--- src/rtl/mem_stage_sram_pkg.sv ---
`default_nettype none
// ============================================================================
//  Module   : mem_stage_sram_pkg
//  Purpose  : Shared state encoding and address-map constant for the memory
//             stage, its hazard unit and its testbench.
//  Revision : 1.0  initial release
// ============================================================================
package mem_stage_sram_pkg;

    typedef enum logic [2:0] {
        ST_IDLE  = 3'd0,
        ST_RD_LO = 3'd1,
        ST_RD_HI = 3'd2,
        ST_WR_LO = 3'd3,
        ST_WR_HI = 3'd4,
        ST_DONE  = 3'd5
    } state_e;

    localparam int BASE_ADDR_DEFAULT = 1024;

endpackage
`default_nettype wire

--- src/rtl/mem_stage_sram.sv ---
`default_nettype none
// ============================================================================
//  Module   : mem_stage_sram
//  Purpose  : ARM pipeline memory stage; turns LDR/STR into two half-word
//             accesses on a 16-bit SRAM and freezes the pipeline meanwhile.
//  Revision : 1.0  initial release
// ============================================================================
module mem_stage_sram
    import mem_stage_sram_pkg::*;
#(
    parameter int ADDR_W        = 18,
    parameter int BASE_ADDR     = BASE_ADDR_DEFAULT,
    parameter int ACCESS_CYCLES = 2
) (
    input  logic              clk,
    input  logic              rst,
    input  logic              mem_r_en,
    input  logic              mem_w_en,
    input  logic [31:0]       alu_result,
    input  logic [31:0]       val_rm,
    output logic [31:0]       mem_result,
    output logic              ready,
    output logic [ADDR_W-1:0] sram_addr,
    output logic [15:0]       sram_dq_out,
    input  logic [15:0]       sram_dq_in,
    output logic              sram_dq_oe,
    output logic              sram_we_n,
    output logic              sram_oe_n
);

    localparam int              CNT_W    = (ACCESS_CYCLES > 1) ? $clog2(ACCESS_CYCLES) : 1;
    localparam logic [CNT_W-1:0] CNT_LAST = CNT_W'(ACCESS_CYCLES - 1);
    localparam int              WORD_W   = ADDR_W - 1;

    state_e             state_q, state_d;
    logic [CNT_W-1:0]   cnt_q, cnt_d;
    logic [WORD_W-1:0]  word_q, word_d;
    logic [31:0]        wdata_q, wdata_d;
    logic [15:0]        lo_q, lo_d;
    logic [31:0]        mem_result_q, mem_result_d;

    logic               req;
    logic               cnt_last;
    logic [WORD_W-1:0]  word_in;

    assign req      = mem_r_en | mem_w_en;
    assign cnt_last = (cnt_q == CNT_LAST);
    // Out-of-range addresses simply wrap within the SRAM word space.
    assign word_in  = WORD_W'((alu_result - 32'(BASE_ADDR)) >> 2);

    always_comb begin
        state_d      = state_q;
        cnt_d        = cnt_q;
        word_d       = word_q;
        wdata_d      = wdata_q;
        lo_d         = lo_q;
        mem_result_d = mem_result_q;
        case (state_q)
            ST_IDLE: begin
                if (req) begin
                    word_d  = word_in;
                    wdata_d = val_rm;
                    state_d = mem_w_en ? ST_WR_LO : ST_RD_LO;
                end
            end
            ST_RD_LO: begin
                if (cnt_last) begin
                    lo_d    = sram_dq_in;
                    cnt_d   = '0;
                    state_d = ST_RD_HI;
                end else begin
                    cnt_d = cnt_q + CNT_W'(1);
                end
            end
            ST_RD_HI: begin
                if (cnt_last) begin
                    mem_result_d = {sram_dq_in, lo_q};
                    cnt_d        = '0;
                    state_d      = ST_DONE;
                end else begin
                    cnt_d = cnt_q + CNT_W'(1);
                end
            end
            ST_WR_LO: begin
                if (cnt_last) begin
                    cnt_d   = '0;
                    state_d = ST_WR_HI;
                end else begin
                    cnt_d = cnt_q + CNT_W'(1);
                end
            end
            ST_WR_HI: begin
                if (cnt_last) begin
                    cnt_d   = '0;
                    state_d = ST_DONE;
                end else begin
                    cnt_d = cnt_q + CNT_W'(1);
                end
            end
            ST_DONE: state_d = ST_IDLE;
            default: state_d = ST_IDLE;
        endcase
    end

    always_comb begin
        sram_addr   = '0;
        sram_dq_out = '0;
        sram_dq_oe  = 1'b0;
        sram_we_n   = 1'b1;
        sram_oe_n   = 1'b1;
        case (state_q)
            ST_RD_LO: begin
                sram_addr = {word_q, 1'b0};
                sram_oe_n = 1'b0;
            end
            ST_RD_HI: begin
                sram_addr = {word_q, 1'b1};
                sram_oe_n = 1'b0;
            end
            ST_WR_LO: begin
                sram_addr   = {word_q, 1'b0};
                sram_dq_out = wdata_q[15:0];
                sram_dq_oe  = 1'b1;
                sram_we_n   = 1'b0;
            end
            ST_WR_HI: begin
                sram_addr   = {word_q, 1'b1};
                sram_dq_out = wdata_q[31:16];
                sram_dq_oe  = 1'b1;
                sram_we_n   = 1'b0;
            end
            default: ;
        endcase
    end

    // A fresh request is never acknowledged in the cycle it first appears.
    assign ready      = ((state_q == ST_IDLE) && !req) || (state_q == ST_DONE);
    assign mem_result = mem_result_q;

    always_ff @(posedge clk) begin
        if (rst) begin
            state_q      <= ST_IDLE;
            cnt_q        <= '0;
            word_q       <= '0;
            wdata_q      <= '0;
            lo_q         <= '0;
            mem_result_q <= '0;
        end else begin
            state_q      <= state_d;
            cnt_q        <= cnt_d;
            word_q       <= word_d;
            wdata_q      <= wdata_d;
            lo_q         <= lo_d;
            mem_result_q <= mem_result_d;
        end
    end

endmodule
`default_nettype wire

--- config.mk ---
export PLATFORM = sky130hd
export DESIGN_NAME = mem_stage_sram
export DESIGN_NICKNAME = d
export VERILOG_FILES = /design/src/rtl/mem_stage_sram_pkg.sv /design/src/rtl/mem_stage_sram.sv
export SDC_FILE = /design/constraint.sdc
export NUM_CORES = 1
export LEC_CHECK = 0
export CORE_MARGIN = 1
export CORE_UTILIZATION = 45
export DETAILED_ROUTE_END_ITERATION = 7
export HOLD_SLACK_MARGIN = 0.05
export PLACE_DENSITY_LB_ADDON = 0.15
export SETUP_SLACK_MARGIN = 0.05
export SLEW_MARGIN = 20
export SYNTH_ARGS = -nofsm -noshare
export SYNTH_HDL_FRONTEND = slang
export SYNTH_SLANG_ARGS = --single-unit
export TNS_END_PERCENT = 5
--- constraint.sdc ---
create_clock -name clk -period 1.7 [get_ports clk]
set_input_delay 0.255 -clock clk [delete_from_list [all_inputs] [get_ports clk]]
set_output_delay 0.255 -clock clk [all_outputs]
set_load 0.01 [all_outputs]
### Word level (Yosys, flattened, before mapping)

Cells that the tools add are included.
W data, S select, Z words.

| cells by class | value |
|---|---|
| add/subtract/negate cells | 2 |
| reduce and logical (&&, ||, !) cells | 13 |
| bitwise gates (word level) | 1 |
| shift-type cells | 0 |
| multipliers | 0 |
| $lt $le $gt $ge | 0 |
| div/mod/pow operators | 0 |
| eq/ne operators | 9 |
| muxes and demuxes | 12 |

Operator list:

| kind | number |
|---|---|
| $pmux W18 S2 | 1 |
| $pmux W16 S2 | 1 |
| $sub A19 B11 Y19 const B | 1 |
| $mux W3 | 4 |
| $pmux W3 S4 | 1 |
| $reduce_or A2 Y1 | 4 |
| $eq A3 B2 Y1 const B | 2 |
| $eq A3 B3 Y1 const B | 2 |
| $ne A2 B2 Y1 const B | 3 |
| $reduce_and A2 Y1 | 3 |
| $mux W1 | 4 |
| $reduce_and A4 Y1 | 1 |
| $reduce_or A4 Y1 | 1 |
| $eq A3 B1 Y1 const B | 1 |
| $logic_not A3 Y1 | 1 |
| $mux W2 | 1 |
| $ne A2 B1 Y1 const B | 1 |
| $add A1 B1 Y1 const B | 1 |
| $logic_and A1 B1 Y1 | 1 |
| $logic_not A1 Y1 | 1 |
| $logic_or A1 B1 Y1 | 1 |
| $or A1 B1 Y1 | 1 |

| word-level totals | value |
|---|---|
| output and inout port bits | 70 |
| latch bits | 0 |
| bits in writable memories | 0 |
| memory bits (read-only) | 0 |
| memories | 0 |
| bits in registers | 101 |
| bits of input ports | 84 |
| logic and storage cells | 43 |

### Logic depth before layout (Yosys ltp)

Gate-level depths: netlist of the first run.

| depth | value |
|---|---|
| depth in word-level cells | 4 |
| mapped depth | 6 |

### Least setup slack after synthesis of the first run

Ideal clock, no wire load.

| timing | value |
|---|---|
| path type | register to output |
| from | register state_q[1] |
| to | output sram_dq_out[1] |
| setup slack | 0.138 ns |
| data arrival time | 1.307 ns |
| data required time | 1.445 ns |
| path buffers | 3 |
| cell stages (with the launch flop) | 6 |
| cells stage by stage | dfxtp_1 buf_2 and3_1 buf_2 buf_2 a22o_1 |

| on the way | value |
|---|---|
| longest elaborated chain between the ends | 2 |
| elaborated cells on any way between the ends | 3 |
| those cells by class | eq/ne: 2; mux: 1 |

RTL lines:

| item | RTL line | RTL |
|---|---|---|
| start, declared | mem_stage_sram.sv:35 | `state_e state_q, state_d;` |
| start signal, assigned | mem_stage_sram.sv:149 | `state_q <= state_d;` |
| $eq A3 B3 Y1 / $eq A3 B2 Y1 (equally long branches) | mem_stage_sram.sv:111 | `case (state_q)` |
| $pmux W16 S2 (*) | mem_stage_sram.sv:111 |  |
| end, declared | mem_stage_sram.sv:24 | `output logic [15:0] sram_dq_out,` |

Every way passes the cells marked *; elsewhere a longest branch is shown, timed or not.

### Worst setup path after layout of the first run

| timing | value |
|---|---|
| from | register state_q[0] |
| to | output sram_dq_out[5] |

The elaborated chain is that of the path after synthesis.

==> results of run 1 <==
## layer usage
layer | part of all wire | GRT usage | routed length [um] | vias to the layer above
li1 | - | - | - | 2124
met1 | 0.41 | 0.291 | 4800 | 2023
met2 | 0.51 | 0.437 | 5910 | 128
met3 | 0.061 | 0.0645 | 705 | 16
met4 | 0.013 | 0.0758 | 153 | 0
met5 | 0 | 0 | 0 | -
## state kept, by name (all words and copies together), names as in the netlist
signal,cells
wdata_q,32
state_q,3
mem_result,32
cnt_last,1
word_q,17
lo_q,16
## cell usage in the layout (no fill, tap or decap), drive strengths merged, types with 3 or more instances in the layout
cell,count
clkdlybuf4s50,99
nor3b,3
o21ai,43
dfxtp,101
inv,8
nor2,7
a21oi,98
xnor2,4
clkbuf,10
nand2,98
or2,4
a211oi,4
a311oi,4
nand3,40
a22o,16
nor3,3
and2,17
buf,91
clkdlybuf4s15,4
## final timing paths
kind / start / endpoint / slack (ps) / depth (start not counted)
worst max register to register: state_q[0] / word_q[16] / 50 / 5
worst max-delay path: state_q[0] / sram_dq_out[5] / -220 / 6
worst min register to register: lo_q[8] / mem_result[8] / 450 / 2
worst min-delay path: rst / word_q[9] / 170 / 2
## logic make-up after synthesis
logic type      share of synthesized area
compound gates                      0.236
xor+xnor                           0.0175
fa+ha+maj                         0.00296
buf+inv                            0.0548
flops                               0.479
simple gates                        0.209
## critical path, cell delays in order, from the launching register on
cell and delay (ps):
dfxtp_4 390, nor3b_4 290, buf_6 160, buf_6 100, buf_6 90, a22o_1 130
buf_2 130
## what timing repair did
action | 4_1_cts | 5_1_grt
gates resized for setup | 174 | 38
pin swaps | 11 | 5
gates cloned | 1 | 0
setup endpoints to repair | 69 | 83
setup buffers | 19 | 1
## stage by stage
step	setup slack, ps	power (mW)	std cells	utilization
2_1_floorplan	138	4.35	525	-
3_3_place_gp	-240	5.51	756	0.668
3_5_place_dp	-367	5.58	756	0.668
4_1_cts	-250	7.19	792	0.700
5_1_grt	-322	7.71	792	0.704
6_report	-216	7.27	792	0.704
## layout make-up
cell class,instances,area (um2)
Clock buffer,9,124
Clock inverter,7,65.1
Fill cell,741,2630
Inverter,4,15.0
Multi-Input combinational cell,368,2060
Sequential cell,101,2030
Tap cell,108,135
Timing Repair Buffer,195,1830
## where the power goes
group / switching [mW] / total, mW / leakage [nW] / internal, mW
clock network: 0.911 / 1.48 / 0.0943 / 0.569
registers: 0.217 / 2.95 / 0.826 / 2.73
logic: 1.41 / 2.84 / 1.44 / 1.43
==> run_results.csv, run 1 <==
group,metric,value,unit
synthesis,syn-cell-area,4220,um2
global_routing,grt_usage,0.246,
drt,drtIter0Drc,134,
clock_network,cts.clk_slew.worst_paths,100,ps
global_routing,grt_start_max_net_pins,55,
setup_path,crit_type,"flip-flop to primary output",
drt,wl_per_cell,14.6,um
clock_network,hold_buffers,0,
worst_hold_path,hold_class,"input port to flip-flop",
run_status,status,"complete, but fails checks",
clock_network,cts_sinks,101,
timing,tns,-3550,ps
placed_design,postPlaceCellArea,5940,um2
power_and_ir_drop,p_per_area,1160,nW/um2
setup_path,cp.arrival,1660,ps
floorplanning,initial_core_util,0.475,
clock_network,htree_levels,3,
setup_path,critPathRequiredTime,1440,ps
timing,min_period_over_period,1.13,
finish,postLayoutCellArea,6260,um2
clock_network,clock_path_buffers,2,
timing,finalHoldViolations,0,
synthesis,synthCells,525,
drt,firstDrtPassIters,4,
floorplanning,core,8890,um2
global_routing,grt_antenna_before_repair,0,
synthesis,yosys.area.top_type,"dfxtp_1",
timing,setup-violations-final,31,
setup_path,crit_fanout,5,
power_and_ir_drop,peakVddDrop,607,uV
timing,worst_pin_slew,455,ps
power_and_ir_drop,p_leak,2.36,nW
global_routing,grt_pass1_vias,4173,
flow_run,maxCapViolations,0,
timing,rsz0062_at_grt,"yes",
finish,final_net_count,764,
synthesis,synth_area_leaders,"dfxtp_1, a21oi_1, nand2_1",
clock_network,cts_buffers,9,
synthesis,async_flop_share,0,
finish,drive_gt1_frac,0.196,
synthesis,synth_edf_count,0,
drt,drcViolationCount,0,
timing,fin_crit,1920,ps
global_routing,grt_pass1_wl,19700,um
drt,vias_per_cell,5.42,
floorplanning,rows,34,
timing,slew_headroom,0.696,
floorplanning,die_h,98.8,um
global_routing,grt_overflow,0,
timing,whs,166,ps
timing,fmax,522,MHz
timing,fin_skew,15.7,ps
synthesis,synthDistinctLibCells,46,
synthesis,avgSynthCellArea,8.04,um2
run_status,violations,"negative setup slack",
setup_path,worst_setup_path_start_kind,"flip-flop",
synthesis,ys_ff_latch,101,
synthesis,yosys.area.top_type_share,0.479,
synthesis,synth_fp_nets,610,
clock_network,clk-insertion-delay-late,370,ps
placed_design,gp_congestion,0.780,
synthesis,netlist_top_cells_count,"dfxtp_1, a21oi_1, nand2_1",
placed_design,io_buffers,138,
clock_network,clockRootBuffer,"clkbuf_8",
drt,drt.antenna.violating_nets,0,
drt,num_vias,4291,
floorplanning,die_w,98.8,um
synthesis,synth.most_common_cell,"dfxtp_1",
clock_network,cts_tree,"done",
finish,n_antenna_cell,0,
drt,totalWireLength,11600,um
timing,postLayoutSetupSlackWorst,-216,ps
finish,synthToLayoutAreaGrowth,48.4,%
timing,final_max_slew_viol_count,0,
synthesis,synthFlopType,"dfxtp_1",
floorplanning,ioPinCount,154,
synthesis,yosysWarnings,0,
floorplanning,dieArea,9770,um2
placed_design,dpl.hpwl,7650,um
synthesis,ys_seq_area_frac,0.479,
setup_path,cp-end-kind,"primary output",
(Power assumes the default switching activity.)
==> run 2: changes to the inputs <==
--- a/config.mk
+++ b/config.mk
@@ -5,6 +5,7 @@
 export SDC_FILE = /design/constraint.sdc
 export NUM_CORES = 1
 export LEC_CHECK = 0
+export CAP_MARGIN = 20
 export CORE_MARGIN = 1
 export CORE_UTILIZATION = 45
 export DETAILED_ROUTE_END_ITERATION = 7
==> results of run 2 <==
No change in the layout: final DEF, timing and power equal those of run 1.
==> run 3: changes to the inputs <==
--- a/config.mk
+++ b/config.mk
@@ -5,6 +5,7 @@
 export SDC_FILE = /design/constraint.sdc
 export NUM_CORES = 1
 export LEC_CHECK = 0
+export ABC_AREA = 0
 export CAP_MARGIN = 20
 export CORE_MARGIN = 1
 export CORE_UTILIZATION = 45
==> results of run 3 <==
No change in the layout: final DEF, timing and power equal those of run 1.
